==> src/rtl/tick_prescaler.sv <==
// Divides the clock into a one-cycle thermal tick every DIV cycles.
// tick is combinational from the count: high while the count equals DIV-1.
// No backpressure; free-running from reset release.
module tick_prescaler #(
    parameter int DIV = 100
) (
    input  logic clk,
    input  logic reset_n,
    output logic tick
);

    localparam int CW = (DIV > 1) ? $clog2(DIV) : 1;

    logic [CW-1:0] cnt;

    assign tick = (cnt == CW'(DIV - 1));

    // Count 0..DIV-1, wrapping on the tick cycle.
    always_ff @(posedge clk or negedge reset_n) begin
        if (!reset_n) begin
            cnt <= '0;
        end else if (tick) begin
            cnt <= '0;
        end else begin
            cnt <= cnt + 1'b1;
        end
    end

endmodule

==> config.mk <==
export PLATFORM = sky130hd
export DESIGN_NAME = tick_prescaler
export DESIGN_NICKNAME = d
export VERILOG_FILES = /design/src/rtl/tick_prescaler.sv
export SDC_FILE = /design/constraint.sdc
export NUM_CORES = 1
export LEC_CHECK = 0
export BUFFER_PORTS_ARGS = -buffer_cell sky130_fd_sc_hd__buf_2
export CAP_MARGIN = 20
export CELL_PAD_IN_SITES_DETAIL_PLACEMENT = 1
export CELL_PAD_IN_SITES_GLOBAL_PLACEMENT = 1
export CORE_AREA = 2 2 39 41
export DETAILED_ROUTE_END_ITERATION = 7
export DIE_AREA = 0 0 41 43
export PLACE_DENSITY_LB_ADDON = 0.3
export SLEW_MARGIN = 20
export SYNTH_ARGS = -nofsm -noshare
export SYNTH_HDL_FRONTEND = slang
export SYNTH_SLANG_ARGS = --single-unit
==> constraint.sdc <==
create_clock -name clk -period 1.85 [get_ports clk]
set_clock_uncertainty 0.1 [all_clocks]
set_input_delay 0 -clock clk [delete_from_list [all_inputs] [get_ports clk]]
set_output_delay 0 -clock clk [all_outputs]
set_load 0.05 [all_outputs]
==> out/qor.yml <==
status:
  outcome: "finished clean"
synth:
  synth.area.mux_share: 0.0290
  yosys.area_share.simple: 0.315
  synth_compound_area_frac: 0.0362
  synth_xor_area_frac: 0.0761
  synth_area_leaders: "dfrtp_1 51%, xnor2_1 7.6%, nor2_8 5.8%"
  synth.most_common_cell: "dfrtp_1"
  synth.distinct_cells: 16
  synth_top_family_by_area: "simple AND/OR/NAND/NOR gates"
  yosys.area.top_type: "dfrtp_1"
  synth_top_area_share: 0.507
  syn_inst: 29
  synthAdderAreaFrac: 0.0362
  ys.flop_type: "dfrtp_1"
  synth-edff-count: 0
  syn_nets: 32
  yosysSeqAreaShare: 0.507
  synthesis.area_um2: 345
  yosys_warnings: 0
  synth-seq-cells: 7
  async_flop_share: 1.00
  synthTopCellsByCount: "7 x dfrtp_1, 3 x nand3_1, 3 x xnor2_1"
  synth_area_per_cell_um2: 11.9
drt:
  routed-via-count: 238
  route.detailed.drc: 0
  ant_nets: 0
  wl_per_cell_um: 11.7
  routed_wl_um: 609
  avgViaCountPerCell: 4.58
  dr.pass1.iters: 4
  drtIter0Drc: 4
power_and_ir_drop:
  comb_power_share: 0.018
  p_sw_w: 0.0000594
  p_int_w: 0.000238
  pwr-share-seq: 0.516
  p_sw_frac: 0.200
  ir_drop_mv: 0.295
  leakagePower_nw: 0.196
  pwr-share-clk: 0.466
  p_per_area_nw_per_um2: 722
  total_power_w: 0.000297
die:
  die_h_um: 43
  die_w_um: 41
  start_util: 0.250
  core.rowCount: 14
  core_area_um2: 1380
  pin_count: 3
  die_area_um2: 1760
grt:
  grt_max_degree: 8
  track_usage: 0.105
  grt_overflow: 0
  grt_pass1_wl_mm: 1.13
  antenna_found_initial: 0
  grt_pass1_vias: 282
clocking:
  cts_buffers: 3
  clock_latency_ns: 0.25
  cts_tree: "done"
  cts_htree_levels: 1
  cts_resized: 0
  root_buffer: "clkbuf_4"
  clkSlewWorstSetupHoldPaths_ns: 0.05
  max-clock-path-buffers: 2
  cts_sinks: 7
finish:
  n_fill_cell: 164
  largest_reg_flops: 7
  seqCellArea_um2: 175
  antenna_cells: 0
  nNetsFinal: 40
  drive_gt1_frac: 0.333
  regMostFlops: "cnt"
  final_cells: 52
  stdcell_area_um2: 412
  multiInputGateArea_um2: 170
  area_growth_pct: 19.2
  reg_top3: "cnt (7)"
setup_path:
  worstPathRequired_ns: 1.75
  cp_slowest_cell: "dfrtp_1"
  start_kind: "flop"
  path_buf_inv: 1
  critPathArrivalTime_ns: 1.59
  cp_cell_sequence: "ha_1, nand3_1, nor2_8, buf_2"
  crit_family: "flip-flops"
  endpoint_kind: "output port"
  crit_type: "flop to output port"
  cpPeakStageDelay_ns: 0.40
  path_max_fanout: 5
flow_run:
  drv_cap: 0
worst_hold_path:
  hp-class: "input pin to asynchronous set/reset pin"
timing:
  worst_slew_pin_slew_ns: 0.248
  setup_tns_ns: 0
  max_slew_margin: 0.836
  holdWs_ns: 0.0179
  fin_crit_sh: 0.912
  slew_violations: 0
  grt_setup_unrepaired: "no"
  min_period_ns: 1.69
  setup_violations: 0
  fmax_mhz: 593
  hold_viol_final: 0
placed_design:
  dp_cells: 47
  dpl.hpwl_um: 455
  post_dp_cell_area_um2: 375
  gp_congestion: 0.681
  io_buffers: 2
cell type report:
class                           instances  area share
Clock buffer                            4      0.0638
Sequential cell                         7       0.426
Timing Repair Buffer                    3      0.0486
Tap cell                               16      0.0486
Multi-Input combinational cell         22       0.413
kinds of logic (layout without fill, tap and decap cells):
kind of cell	count (synthesis)	count (layout)
simple gates	15	15
compound gates	2	2
flops	7	7
fa+ha+maj	1	1
buf+inv	0	7
mux	1	1
xor+xnor	3	3
layout by cell type (no fill, tap or decap):
| master | Yosys | layout |
|---|---|---|
| a31oi_1 | 2 | 2 |
| and2_1 | 1 | 1 |
| and3_2 | 1 | 1 |
| buf_2 | 0 | 2 |
| clkbuf_1 | 0 | 1 |
| clkbuf_4 | 0 | 3 |
| dfrtp_1 | 7 | 7 |
| dlygate4sd3_1 | 0 | 1 |
| ha_1 | 1 | 1 |
| mux2i_1 | 1 | 1 |
| nand2_1 | 2 | 2 |
| nand3_1 | 3 | 3 |
| nand4_1 | 1 | 1 |
| nor2_1 | 1 | 1 |
| nor2_2 | 2 | 2 |
| nor2_8 | 1 | 1 |
| nor2b_2 | 1 | 1 |
| nor3_2 | 1 | 1 |
| or3_4 | 1 | 1 |
| xnor2_1 | 3 | 3 |
metrics by stage:
step                       util  setup slack (ns)
final                     0.297             0.163
after global placement    0.271             0.425
after global routing      0.297            0.0421
after CTS                 0.297             0.129
after floorplan               -             0.442
after detailed placement  0.271             0.420
worst paths after layout:
| kind | from | endpoint | slack, ns | cells after the start |
|---|---|---|---|---|
| worst max-delay path | cnt[0] | tick | 0.16 | 4 |
| worst min-delay path | reset_n | cnt[5] | 0.02 | 2 |
| worst max register to register | cnt[0] | cnt[5] | 0.53 | 4 |
| worst min register to register | cnt[0] | cnt[0] | 0.39 | 1 |
| max in group asynchronous | reset_n | cnt[3] | 1.48 | 2 |
| min in group clk | cnt[0] | cnt[0] | 0.39 | 1 |
routing by layer:
| layer | global-route usage | vias to the layer above | wire (um) |
|---|---|---|---|
| met5 | 0 | - | 0 |
| met4 | 0.100 | 0 | 22 |
| met3 | 0.0471 | 3 | 23 |
| met2 | 0.141 | 6 | 299 |
| met1 | 0.116 | 112 | 263 |
| li1 | - | 117 | - |
power groups by stage:
stage / sequential (W) / clock [W] / combinational [W]
2_1_floorplan: 0.000156 / 0 / 0.0000000000839
3_3_place_gp: 0.000156 / 0 / 0.00000387
3_5_place_dp: 0.000156 / 0 / 0.00000397
4_1_cts: 0.000153 / 0.000144 / 0.00000570
5_1_grt: 0.000153 / 0.000159 / 0.00000634
6_report: 0.000153 / 0.000138 / 0.00000540
what timing repair did:
action | in CTS | in global routing
hold buffers | 1 | 0
hold endpoints to repair | 7 | 0
setup buffers | 0 | 0
Power figures use the tool's default switching activity.
